$ cat src/rtl/bus_initiator.sv
// Single-outstanding command initiator for the peripheral req/gnt/rvalid bus.
// Takes one command at a time, runs it on the bus and returns rdata/err with grant and rvalid timeouts.
module bus_initiator #(
  parameter int ADDR_WIDTH     = 12,
  parameter int TIMEOUT_CYCLES = 16
) (
  input  logic                  clk_i,
  input  logic                  rst_i,
  input  logic                  cmd_valid_i,
  output logic                  cmd_ready_o,
  input  logic                  cmd_we_i,
  input  logic [3:0]            cmd_be_i,
  input  logic [ADDR_WIDTH-1:0] cmd_addr_i,
  input  logic [31:0]           cmd_wdata_i,
  output logic                  rsp_valid_o,
  input  logic                  rsp_ready_i,
  output logic [31:0]           rsp_rdata_o,
  output logic                  rsp_err_o,
  output logic                  data_req_o,
  input  logic                  data_gnt_i,
  output logic                  data_we_o,
  output logic [3:0]            data_be_o,
  output logic [ADDR_WIDTH-1:0] data_addr_o,
  output logic [31:0]           data_wdata_o,
  input  logic                  data_rvalid_i,
  input  logic [31:0]           data_rdata_i,
  output logic                  stray_rvalid_o
);

  // state | meaning
  // IDLE  | ready for a command
  // REQ   | request on the bus, waiting for grant
  // WAIT  | granted, waiting for rvalid
  // RESP  | response held until consumed
  localparam logic [1:0] S_IDLE = 2'd0;
  localparam logic [1:0] S_REQ  = 2'd1;
  localparam logic [1:0] S_WAIT = 2'd2;
  localparam logic [1:0] S_RESP = 2'd3;

  localparam int TW = $clog2(TIMEOUT_CYCLES) + 1;
  localparam logic [TW-1:0] T_LAST = TW'(TIMEOUT_CYCLES - 1);
  localparam logic [TW-1:0] T_MAX  = '1;

  logic [1:0]            state;
  logic [TW-1:0]         timer;
  logic                  we_q;
  logic [3:0]            be_q;
  logic [ADDR_WIDTH-1:0] addr_q;
  logic [31:0]           wdata_q;
  logic [31:0]           rdata_q;
  logic                  err_q;
  logic                  stray_q;

  always_ff @(posedge clk_i or posedge rst_i) begin
    if (rst_i) begin
      state   <= S_IDLE;
      timer   <= '0;
      we_q    <= 1'b0;
      be_q    <= '0;
      addr_q  <= '0;
      wdata_q <= '0;
      rdata_q <= '0;
      err_q   <= 1'b0;
      stray_q <= 1'b0;
    end else begin
      // Any rvalid outside WAIT (including one racing the grant) is a stray.
      if (data_rvalid_i && (state != S_WAIT)) stray_q <= 1'b1;
      case (state)
        S_IDLE: begin
          if (cmd_valid_i) begin
            we_q    <= cmd_we_i;
            be_q    <= cmd_be_i;
            addr_q  <= cmd_addr_i;
            wdata_q <= cmd_wdata_i;
            timer   <= '0;
            state   <= S_REQ;
          end
        end
        S_REQ: begin
          if (data_gnt_i) begin
            timer <= '0;
            state <= S_WAIT;
          end else if (timer == T_LAST) begin
            err_q   <= 1'b1;
            rdata_q <= '0;
            state   <= S_RESP;
          end else if (timer != T_MAX) begin
            timer <= timer + 1'b1;
          end
        end
        S_WAIT: begin
          if (data_rvalid_i) begin
            rdata_q <= we_q ? 32'h0 : data_rdata_i;
            err_q   <= 1'b0;
            state   <= S_RESP;
          end else if (timer == T_LAST) begin
            err_q   <= 1'b1;
            rdata_q <= '0;
            state   <= S_RESP;
          end else if (timer != T_MAX) begin
            timer <= timer + 1'b1;
          end
        end
        S_RESP: begin
          if (rsp_ready_i) state <= S_IDLE;
        end
        default: state <= S_IDLE;
      endcase
    end
  end

  // Gated by reset so ready stays low until reset is released.
  assign cmd_ready_o    = (state == S_IDLE) && !rst_i;
  assign rsp_valid_o    = (state == S_RESP);
  assign rsp_rdata_o    = rdata_q;
  assign rsp_err_o      = err_q;
  assign data_req_o     = (state == S_REQ);
  assign data_we_o      = we_q;
  assign data_be_o      = be_q;
  assign data_addr_o    = addr_q;
  assign data_wdata_o   = wdata_q;
  assign stray_rvalid_o = stray_q;

endmodule

$ cat config.mk
export PLATFORM = sky130hd
export DESIGN_NAME = bus_initiator
export DESIGN_NICKNAME = d
export VERILOG_FILES = /design/src/rtl/bus_initiator.sv
export SDC_FILE = /design/constraint.sdc
export NUM_CORES = 1
export LEC_CHECK = 0
export BUFFER_PORTS_ARGS = -buffer_cell sky130_fd_sc_hd__buf_2
export CORE_UTILIZATION = 49
export CTS_CLUSTER_SIZE = 28
export DETAILED_ROUTE_END_ITERATION = 12
export GPL_ROUTABILITY_DRIVEN = 0
export GPL_TIMING_DRIVEN = 0
export PLACE_DENSITY = 0.93
export SLEW_MARGIN = 20
export SYNTH_ARGS = -nofsm -noshare
export SYNTH_HDL_FRONTEND = slang
export SYNTH_SLANG_ARGS = --single-unit
$ cat constraint.sdc
create_clock -name clk_i -period 6.72 [get_ports clk_i]
set_input_delay 1.344 -clock clk_i [delete_from_list [all_inputs] [get_ports clk_i]]
set_output_delay 1.344 -clock clk_i [all_outputs]
set_load 0.005 [all_outputs]
**Word-level counts from Yosys, hierarchy flattened**

Index checks and enable logic that the tools add are counted.

- Equal/unequal tests: 10
- Add/sub/neg operators: 1
- Reduce and logical (&&, ||, !) cells: 10
- Multiplexer cells: 21

Operator list:

| cell | count |
|---|---|
| 32-bit 2-to-1 mux | 4 |
| 32-bit one-hot mux with 2 select lines | 1 |
| 5-bit 2-to-1 mux | 5 |
| 5-bit one-hot mux with 3 select lines | 1 |
| 2-bit 2-to-1 mux | 5 |
| 2-bit inequality test, second input constant | 4 |
| 2-bit one-hot mux with 4 select lines | 1 |
| 2-bit AND reduction | 3 |
| 5-bit by 1-bit adder with 5-bit output, second input constant | 1 |
| 5-bit by 4-bit equality test with 1-bit output, second input constant | 1 |
| 5-bit inequality test, second input constant | 1 |
| 2-bit equality test, second input constant | 2 |
| 1-bit 2-to-1 mux | 3 |
| 3-bit AND reduction | 1 |
| 3-bit nonzero test | 1 |
| 2-bit by 1-bit equality test with 1-bit output, second input constant | 1 |
| 1-bit logical AND | 2 |
| 2-bit zero test | 1 |
| 2-bit by 1-bit inequality test with 1-bit output, second input constant | 1 |
| 1-bit one-hot mux with 2 select lines | 1 |
| 2-bit nonzero test | 1 |
| 1-bit zero test | 1 |

- Output and inout port bits: 86
- Bits in registers: 90
- Bits of input ports: 87
- Word-level logic and storage cells: 51

**Longest topological paths before layout**

Gate-level depths: netlist of run 1.

- Word-level depth: 5
- Depth in mapped cells: 7
- Depth with buffers taken out: 6

**Worst setup path after synthesis of run 1**

No wires, ideal clock.

- Path kind: in2out
- Start point: in rst_i
- End point: out cmd_ready_o
- Cell stages on the path: 1
- Data arrival time: 1.459 ns
- Slack: 3.917 ns
- Path buffers: 0
- Data required time: 5.376 ns
- Cell sequence: nor2b_1

- Longest elaborated chain between the ends: 2

RTL lines:

| element | line | RTL |
|---|---|---|
| from (decl) | 8 | `input logic rst_i,` |
| 1-bit zero test | 113 | `assign cmd_ready_o = (state == S_IDLE) && !rst_i;` |
| 1-bit logical AND | 113 |  |
| to (decl) | 10 | `output logic cmd_ready_o,` |

Every way passes these cells.

**Worst setup path after layout of run 1**

Same ends and word-level chain as after synthesis.

==> results of run 1 <==
[metal layers]
| metal | vias up | wire length [um] | part of all wire (%) | global-route usage, % |
|---|---|---|---|---|
| met5 | - | 0 | 0 | 0 |
| met4 | 0 | 119 | 1.5 | 6.97 |
| met3 | 12 | 523 | 6.7 | 5.24 |
| met2 | 113 | 4030 | 52 | 38.2 |
| met1 | 1251 | 3120 | 40 | 23.4 |
| li1 | 1226 | - | - | - |
[cell families (layout without fill, tap and decap cells)]
group / count (synthesis) / after routing / synth area share (%)
fa+ha+maj: 5 / 5 / 1.78
mux: 49 / 49 / 15.7
flops: 90 / 90 / 64.1
simple gates: 21 / 21 / 3.14
buf+inv: 15 / 204 / 2.53
compound gates: 53 / 53 / 12.7
[cell usage after synthesis (all sizes together)]
library cell | count | area, sq um
a21o | 1 | 7.51
a41oi | 1 | 8.76
nor2 | 3 | 13.8
a2bb2oi | 1 | 8.76
a22o | 33 | 292
o31ai | 1 | 7.51
a31oi | 1 | 6.26
nor2b | 2 | 12.5
o21bai | 1 | 7.51
nand2b | 4 | 25.0
mux2 | 49 | 552
ha | 5 | 62.6
a211oi | 1 | 12.5
o21ai | 2 | 13.8
nor4 | 1 | 6.26
o311a | 1 | 10.0
a41o | 1 | 11.3
dfrtp | 90 | 2250
and3 | 1 | 6.26
buf | 11 | 73.8
a21boi | 1 | 7.51
nand3 | 1 | 10.0
inv | 4 | 15.0
and2 | 1 | 6.26
o311ai | 1 | 8.76
a21bo | 1 | 10.0
nand2 | 8 | 30.0
a21oi | 5 | 25.0
a32o | 1 | 10.0
[cell type report]
class	count	area [sq um]	area share [%]
multi-input combinational	128	1170	24.8
tap	96	120	2.55
clock buffer	12	145	3.08
inverter	4	17.5	0.371
sequential	90	2250	47.7
clock inverter	4	51.3	1.09
buffer	11	73.8	1.56
timing repair buffer	173	888	18.8
[placed cells by master, fill, tap and decap left out, drive strengths merged, types with 2 or more instances in the layout]
cell and n:
dfrtp 90, a21oi 5, a22o 33, buf 184, ha 5, nor2 3
clkinv 2, o21ai 2, nand2 8, nand2b 4, inv 4, nor2b 2
mux2 49, clkbuf 12
[power groups by stage]
stage	combinational, mW	sequential [mW]	clock (mW)
2_1_floorplan	0.355	0.903	0
3_3_place_gp	0.680	0.869	0
3_5_place_dp	0.707	0.887	0
4_1_cts	0.711	0.879	0.371
5_1_grt	0.770	0.907	0.390
6_report	0.700	0.879	0.361
[state kept, by name, indices dropped and copies added, names as in the netlist]
signal and count:
stray_rvalid_o 1, state 2, data_we_o 1, rsp_rdata_o 32
timer 5, data_be_o 4, data_wdata_o 32, data_addr_o 12
rsp_err_o 1
[how the worst max path moves through the flow]
stage	depth (start not counted)	slack [ns]	to	from
2_1_floorplan	1	3.04	data_addr_o[0]	rst_i
3_3_place_gp	2	2.20	rsp_rdata_o[14]	rst_i
3_5_place_dp	3	3.71	cmd_ready_o	rst_i
4_1_cts	3	3.70	cmd_ready_o	rst_i
5_1_grt	3	3.69	cmd_ready_o	rst_i
6_report	3	3.70	cmd_ready_o	rst_i
[metrics by stage]
stage | power [mW] | setup slack [ns] | hold WS (ns) | instance area, sq um | std cells
finish | 1.94 | 3.70 | 0.483 | 4720 | 518
global route | 2.07 | 3.69 | 0.513 | 4720 | 518
CTS | 1.96 | 3.70 | 0.488 | 4720 | 518
detailed placement | 1.59 | 3.71 | 0.459 | 4520 | 502
global placement | 1.55 | 2.20 | 0.438 | 4490 | 501
floorplan | 1.26 | 3.04 | 0.451 | 3510 | 233
==> results.md, run 1 <==
* Status: completed
* Clock root buffer: clkbuf_8
* Max-slew violations at 0
* Port buffer count at 172
* Post-Syn Area at 3510 sq um
* Worst hold-check path type: reg -> reg
* Clk pwr share at 18.6%
* Synth-to-layout area growth at 34.4%
* Reg2Reg Depth at 6
* Routed WL per cell at 15.0 um
* Antenna violations before repair at 0
* Final hold vios at 0
* Mapped Avg Cell Area at 15.1 sq um
* Resized cells post-CTS at 0
* Ports at 173
* Fin crit share at 44.9%
* CTS tree: done
* Worst setup SP type: input port
* Hold wc startpoint: stray_rvalid_o
* First-pass GRT wire length at 11.9 mm
* P_int at 1.35 mW
* Worst-Margin Slew at 0.518 ns
* Total number of vias at 2602
* Worst path bufs/invs at 2
* Top Family by Delay on Critical Path: buffers and inverters
* Fmax achieved at 0.331 GHz
* Share of cells above drive strength 1 at 60.7%
* Vias/cell at 5.02
* Slew headroom at 65.5%
* Hold Path Cell Cnt at 1
* Layout filler cell count at 500
* Clock Path Buffers at 2
* Part of the power in registers at 45.3%
* #FFs+latches synth at 90
* Clk sinks at 90
* Nets at 509
* CTS clk-pin slew, worst paths at 0.09 ns
* Worst Setup End Kind: output pin
* Combinational power share at 36.1%
* Yosys warns at 0
* FF-to-FF End: data_wdata_o[4]
* Total setup buffers inserted after CTS at 0
* Power Dens Cells at 411 nW/um^2
* Final core utilization at 68.7%
* Final Skew at 0.0143 ns
* Starting Density at 51.1%
* RSZ-0062 raised after global routing: no
* Gate Count Post-Synth at 233
* Critical path type: in -> out
* Die width at 86.7 um
* Slowest cell on crit path: buf_2
* CP cell instances: buf_2 -> nor2b_1 -> buf_2
* Most Frequent Cell on Critical Path: buf_2
* Hold buffer count at CTS at 0
* # rows at 30
* Routed Antenna Nets at 0
* Sw frac at 30.3%
* GR Util All Layers at 20.7%
* Number of global-route vias before repair at 2544
* Peak VDD IR at 0.242 mV
* Largest net degree at the start of global routing at 51
* Final wirelength at 7.79 mm
* Data required time of the worst path at 5.38 ns
* CP peak stage delay at 0.12 ns
* DIE HEIGHT at 86.7 um
* Hold EP: stray_rvalid_o
* H-tree levels at 3
* Worst r2r src: state[1]
* Final setup viols at 0
* Post-Syn Nets at 325
* Setup TNS at 0 ns
* Drt drc at 0
* Die area at 7510 sq um
* Static leakage at 2.47 nW
* Core area at 6870 sq um
* Tmin final at 3.02 ns
* Global route overflow at 0
* Sw power at 0.588 mW
* Post-DP HPWL at 5.85 mm
* Initial DRC count at 86
* Maxcap violations at 0
* Post-synth cell types at 33
* Sequential area share after synthesis at 64.1%
* Largest fanout on the critical path at 2
* DRT Pass-1 Iters at 4
* Register-to-register setup slack at 4.66 ns
* Skew-Pair Late Insertion Delay at 0.34 ns
* Inserted Diodes at 0
* Worst Path Arrival at 1.68 ns
* TritonCTS buffer count at 9
No activity file was read; power rests on OpenSTA's default activity.
==> run 2: changes to the inputs <==
- CORE_UTILIZATION: 49 -> 41
- PLACE_DENSITY: 0.93 -> 0.84
- clock period: 6.72 -> 2.6 ns (I/O delays scaled with it)
==> run 2 against run 1 <==
Compared with the run above: sequential share of layout area fell by 0.14 points; hold slack got worse by 0.22 ns; clock skew fell by 0.0061 ns; sequential power rose to 2.6 times the previous value; total power rose to 2.6 times the previous value; first-iteration DRC count fell by 7.0%; critical path depth rose by 3; global-route usage fell by 3.1 points; die area rose by 19%; final area rose by 0.29%; combinational power rose to 2.6 times the previous value; critical path type is now reg -> reg; largest cell class unchanged; highest routed layer unchanged.
==> results.md, run 2 (synthesized netlist as in run 1, its figures left out) <==
* Status: completed
* Peak VDD IR at 0.581 mV
* Die width at 94.6 um
* Number of global-route vias before repair at 2656
* Ports at 173
* Largest fanout on the critical path at 10
* Final worst slack at 0.654 ns
* Drt drc at 0
* Worst hold-check path type: in -> async
* Area of the multi-input gates at 1170 sq um
* Largest net degree at the start of global routing at 33
* Port buffer count at 172
* # rows at 33
* Reg2Reg Depth at 6
* Sw frac at 31.2%
* DIE HEIGHT at 94.6 um
* TritonCTS buffer count at 9
* Vias/cell at 4.98
* Tmin final at 1.95 ns
* Static leakage at 2.47 nW
* Setup TNS at 0 ns
* Resized cells post-CTS at 0
* Power Dens Cells at 1050 nW/um^2
* Inserted Diodes at 0
* Max-slew violations at 0
* Pwr Total at 4.95 mW
* Final setup viols at 0
* Fmax achieved at 0.514 GHz
* Skew-Pair Late Insertion Delay at 0.35 ns
* Global route overflow at 0
* Most frequent cells in the layout: 180 x buf_2, 90 x dfrtp_1, 49 x mux2_2
* Clk pwr share at 17.9%
* Die area at 8940 sq um
* Final wirelength at 7.72 mm
* Core area at 8260 sq um
* Antenna violations before repair at 0
* Clock Path Buffers at 2
* Hold_ws at 0.266 ns
* DRT Pass-1 Iters at 4
* Routed Antenna Nets at 0
* CTS clk-pin slew, worst paths at 0.10 ns
* Worst Setup End Kind: register
* Clk sinks at 90
* Register area at 2250 sq um
* Total setup buffers inserted after CTS at 0
* Post-DP HPWL at 6.01 mm
* Hold buffer count at CTS at 0
* Sw power at 1.55 mW
* Clock root buffer: clkbuf_8
* Worst setup SP type: register
* Final hold vios at 0
* Total number of vias at 2629
* Share of cells above drive strength 1 at 61.2%
* Nets at 510
* Setup slack after placement at 0.633 ns
* Placed cells at 512
* Part of the power in registers at 45.7%
* Critical path type: reg -> reg
* First-pass GRT wire length at 12.2 mm
* Slew headroom at 56.6%
* H-tree levels at 3
* Initial DRC count at 80
* Non-filler cells, final at 528
* Routed WL per cell at 14.6 um
* Layout filler cell count at 695
* Starting Density at 42.5%
* Worst Path Arrival at 2.19 ns
* P_int at 3.41 mW
* Combinational power share at 36.4%
* Synth-to-layout area growth at 34.8%
* Maxcap violations at 0
* Fin crit share at 74.9%
* CTS tree: done
* Final Skew at 0.00820 ns
* Data required time of the worst path at 2.84 ns
* Worst-Margin Slew at 0.650 ns
* RSZ-0062 raised after global routing: no
* Most common cell after layout, fill and taps aside: buf_2
* GR Util All Layers at 17.6%
-- run 2: cell count changes in the layout (fill, tap and decap cells not counted), sizes merged --
cell	before	now
clkinvlp	1	2
buf	184	185
bufinv	1	0
clkbuf	12	10
inv	4	6
-- run 2: worst max-delay path: stages, from the launching register on --
cell,delay [ns]
dfrtp_1,0.43
inv_1,0.08
ha_1,0.26
nand2_1,0.14
buf_2,0.27
buf_2,0.29
mux2_2,0.37
-- run 2: metal layers --
metal	track usage, %	routed length (um)	part of all wire, %	vias to the layer above
met5	0	0	0	-
met1	20.4	3160	41	1273
met3	5.56	621	8.0	8
met2	30.4	3850	50	118
met4	6.82	89	1.2	0
li1	-	-	-	1230
-- run 2: area by class of cell --
cell class / instances / share of cell area [%]
plain buffers: 11 / 1.56
clock buffers: 10 / 2.91
clock inverters: 6 / 1.00
inverters: 4 / 0.397
multi-input cells: 128 / 24.7
flip-flops and latches: 90 / 47.6
well taps: 105 / 2.78
repair buffers: 174 / 19.0
-- run 2: worst paths after layout --
path,slack (ns),start,to
hold / removal,0.27,rst_i,timer[0]
max in group asynchronous,1.78,rst_i,rsp_rdata_o[31]
setup reg to reg,0.65,state[1],data_be_o[1]
hold reg to reg,0.47,stray_rvalid_o,stray_rvalid_o
setup / recovery,0.65,state[1],data_be_o[1]
min in group clk_i,0.39,data_rdata_i[4],rsp_rdata_o[4]
-- run 2: metrics by stage --
stage | instance area [sq um] | util, %
after floorplan | 3520 | -
after global placement | 4510 | 54.6
after detailed placement | 4550 | 55.1
after CTS | 4730 | 57.3
after global routing | 4730 | 57.3
final | 4730 | 57.3
-- run 2: power by group through the flow --
stage | logic [mW] | registers, mW | clock network (mW)
finish | 1.80 | 2.27 | 0.885
global route | 2.00 | 2.34 | 0.976
CTS | 1.84 | 2.27 | 0.927
detailed placement | 1.83 | 2.30 | 0
global placement | 1.76 | 2.26 | 0
floorplan | 0.919 | 2.33 | 0
==> run 3: changes to the inputs <==
- clock period: 2.6 -> 1.7 ns (I/O delays scaled with it)
==> run 3 against run 2 <==
Compared with the run above: via count increased by 2.4%; global-route usage increased by 0.54 points; largest power group unchanged; largest cell class unchanged; critical endpoint is now rsp_rdata_o[22]; maximum frequency up 15%; register-to-register slack worse by 0.64 ns; count of clock-buffer cells in the layout unchanged; hold slack worse by 0.18 ns; clock skew rose by 0.0014 ns.
==> results.md, run 3 (synthesized netlist as in run 1, its figures left out) <==
* Status: completed
* Final Skew at 0.00963 ns
* Nets at 522
* Skew-Pair Late Insertion Delay at 0.35 ns
* Pwr Total at 7.93 mW
* CP peak stage delay at 0.46 ns
* Worst Setup End Kind: register
* Final worst slack at 0.0121 ns
* Worst hold-check path type: in -> async
* Routed Antenna Nets at 0
* Worst path bufs/invs at 2
* Hold_ws at 0.0862 ns
* Non-filler cells, final at 540
* Synth-to-layout area growth at 40.8%
* Slew headroom at 55.6%
* Final core utilization at 59.9%
* Global route overflow at 0
* Starting Density at 42.5%
* Fmax achieved at 0.592 GHz
* Initial DRC count at 65
* TritonCTS buffer count at 9
* Final setup viols at 0
* Peak VDD IR at 0.891 mV
* Drt drc at 0
* Tmin final at 1.69 ns
* CTS tree: done
* Core area at 8260 sq um
* Setup TNS at 0 ns
* Share of cells above drive strength 1 at 65.5%
* # rows at 33
* Power Dens Cells at 1600 nW/um^2
* CTS clk-pin slew, worst paths at 0.10 ns
* Clock Path Buffers at 2
* Die width at 94.6 um
* Max-slew violations at 0
* RSZ-0062 raised after global routing: yes
* Final wirelength at 8.03 mm
* Vias/cell at 4.98
* DIE HEIGHT at 94.6 um
* Die area at 8940 sq um
* Data required time of the worst path at 1.93 ns
* H-tree levels at 3
* Most common cell after layout, fill and taps aside: buf_2
* Total number of vias at 2691
* Most frequent cells in the layout: 175 x buf_2, 88 x dfrtp_1, 49 x mux2_2
* Largest fanout on the critical path at 10
* Port buffer count at 172
* Worst setup SP type: register
* Worst-Margin Slew at 0.665 ns
* Slowest cell on crit path: dfrtp_2
* Design area at 4940 sq um
* Ports at 173
* CP cell instances: inv_4 -> ha_4 -> nand2b_4 -> a211oi_4 -> o21ai_4 -> buf_6 -> a22o_1
* Critical path type: reg -> reg
* Maxcap violations at 0
* Setup slack after placement at -0.267 ns
* Fin crit share at 99.3%
* Clk sinks at 90
* GR Util All Layers at 18.2%
* Routed WL per cell at 14.9 um
* Final hold vios at 0
* Antenna violations before repair at 0
* Post-DP HPWL at 6.01 mm
* Dpl cell area at 4550 sq um
* Number of global-route vias before repair at 2685
* Worst Path Arrival at 1.92 ns
* Top Family by Delay on Critical Path: compound AO/OA/AOI/OAI gates
* DRT Pass-1 Iters at 4
* Placed cells at 512
* Largest net degree at the start of global routing at 33
* First-pass GRT wire length at 12.5 mm
* Static leakage at 2.54 nW
* Inserted Diodes at 0
* Clock root buffer: clkbuf_8
==> run 3: cell count changes in the layout (fill, tap and decap cells not counted), sizes merged <==
cell  change
buf      +12
==> run 3: final cells by class <==
type | count | area (sq um)
Buffer | 11 | 93.8
Clock buffer | 10 | 138
Clock inverter | 6 | 47.5
Fill cell | 687 | 3310
Inverter | 4 | 21.3
Multi-Input combinational cell | 128 | 1270
Sequential cell | 90 | 2250
Tap cell | 105 | 131
Timing Repair Buffer | 186 | 991
==> run 3: per-layer routing <==
metal	up-vias	part of all wire, %	GRT usage [%]
met4	0	1.1	6.57
met2	121	50	31.5
li1	1248	-	-
met1	1314	41	21.3
met5	-	0	0
met3	8	7.8	5.56
==> run 3: final timing paths <==
path	from	to	slack, ns	cells past startpoint
worst max-delay path	state[1]	rsp_rdata_o[22]	0.01	7
worst min-delay path	rst_i	rsp_rdata_o[6]	0.09	2
worst max register to register	state[1]	rsp_rdata_o[22]	0.01	7
worst min register to register	stray_rvalid_o	stray_rvalid_o	0.47	1
max in group asynchronous	rst_i	rsp_rdata_o[31]	1.05	3
min in group clk_i	data_rdata_i[5]	rsp_rdata_o[5]	0.21	2
==> run 3: report_power, final <==
| part | switching [mW] | internal, mW |
|---|---|---|
| combinational | 1.26 | 1.83 |
| sequential | 0.452 | 3.02 |
| clock | 0.775 | 0.588 |
==> run 3: timing repair <==
item / 4_1_cts / 5_1_grt
endpoints found under the hold margin: 0 / 0
buffers inserted: 6 / 5
cloned: 0 / 1
gates resized for setup: 23 / 8
setup endpoints to repair: 45 / 70
hold buffers: 0 / 0
pin swaps: 2 / 6
==> run 3: worst register-to-register path, stage by stage, from the launching register on <==
cell	delay (ns)
dfrtp_2	0.46
inv_4	0.10
ha_4	0.17
nand2b_4	0.07
a211oi_4	0.30
o21ai_4	0.13
buf_6	0.16
a22o_1	0.18
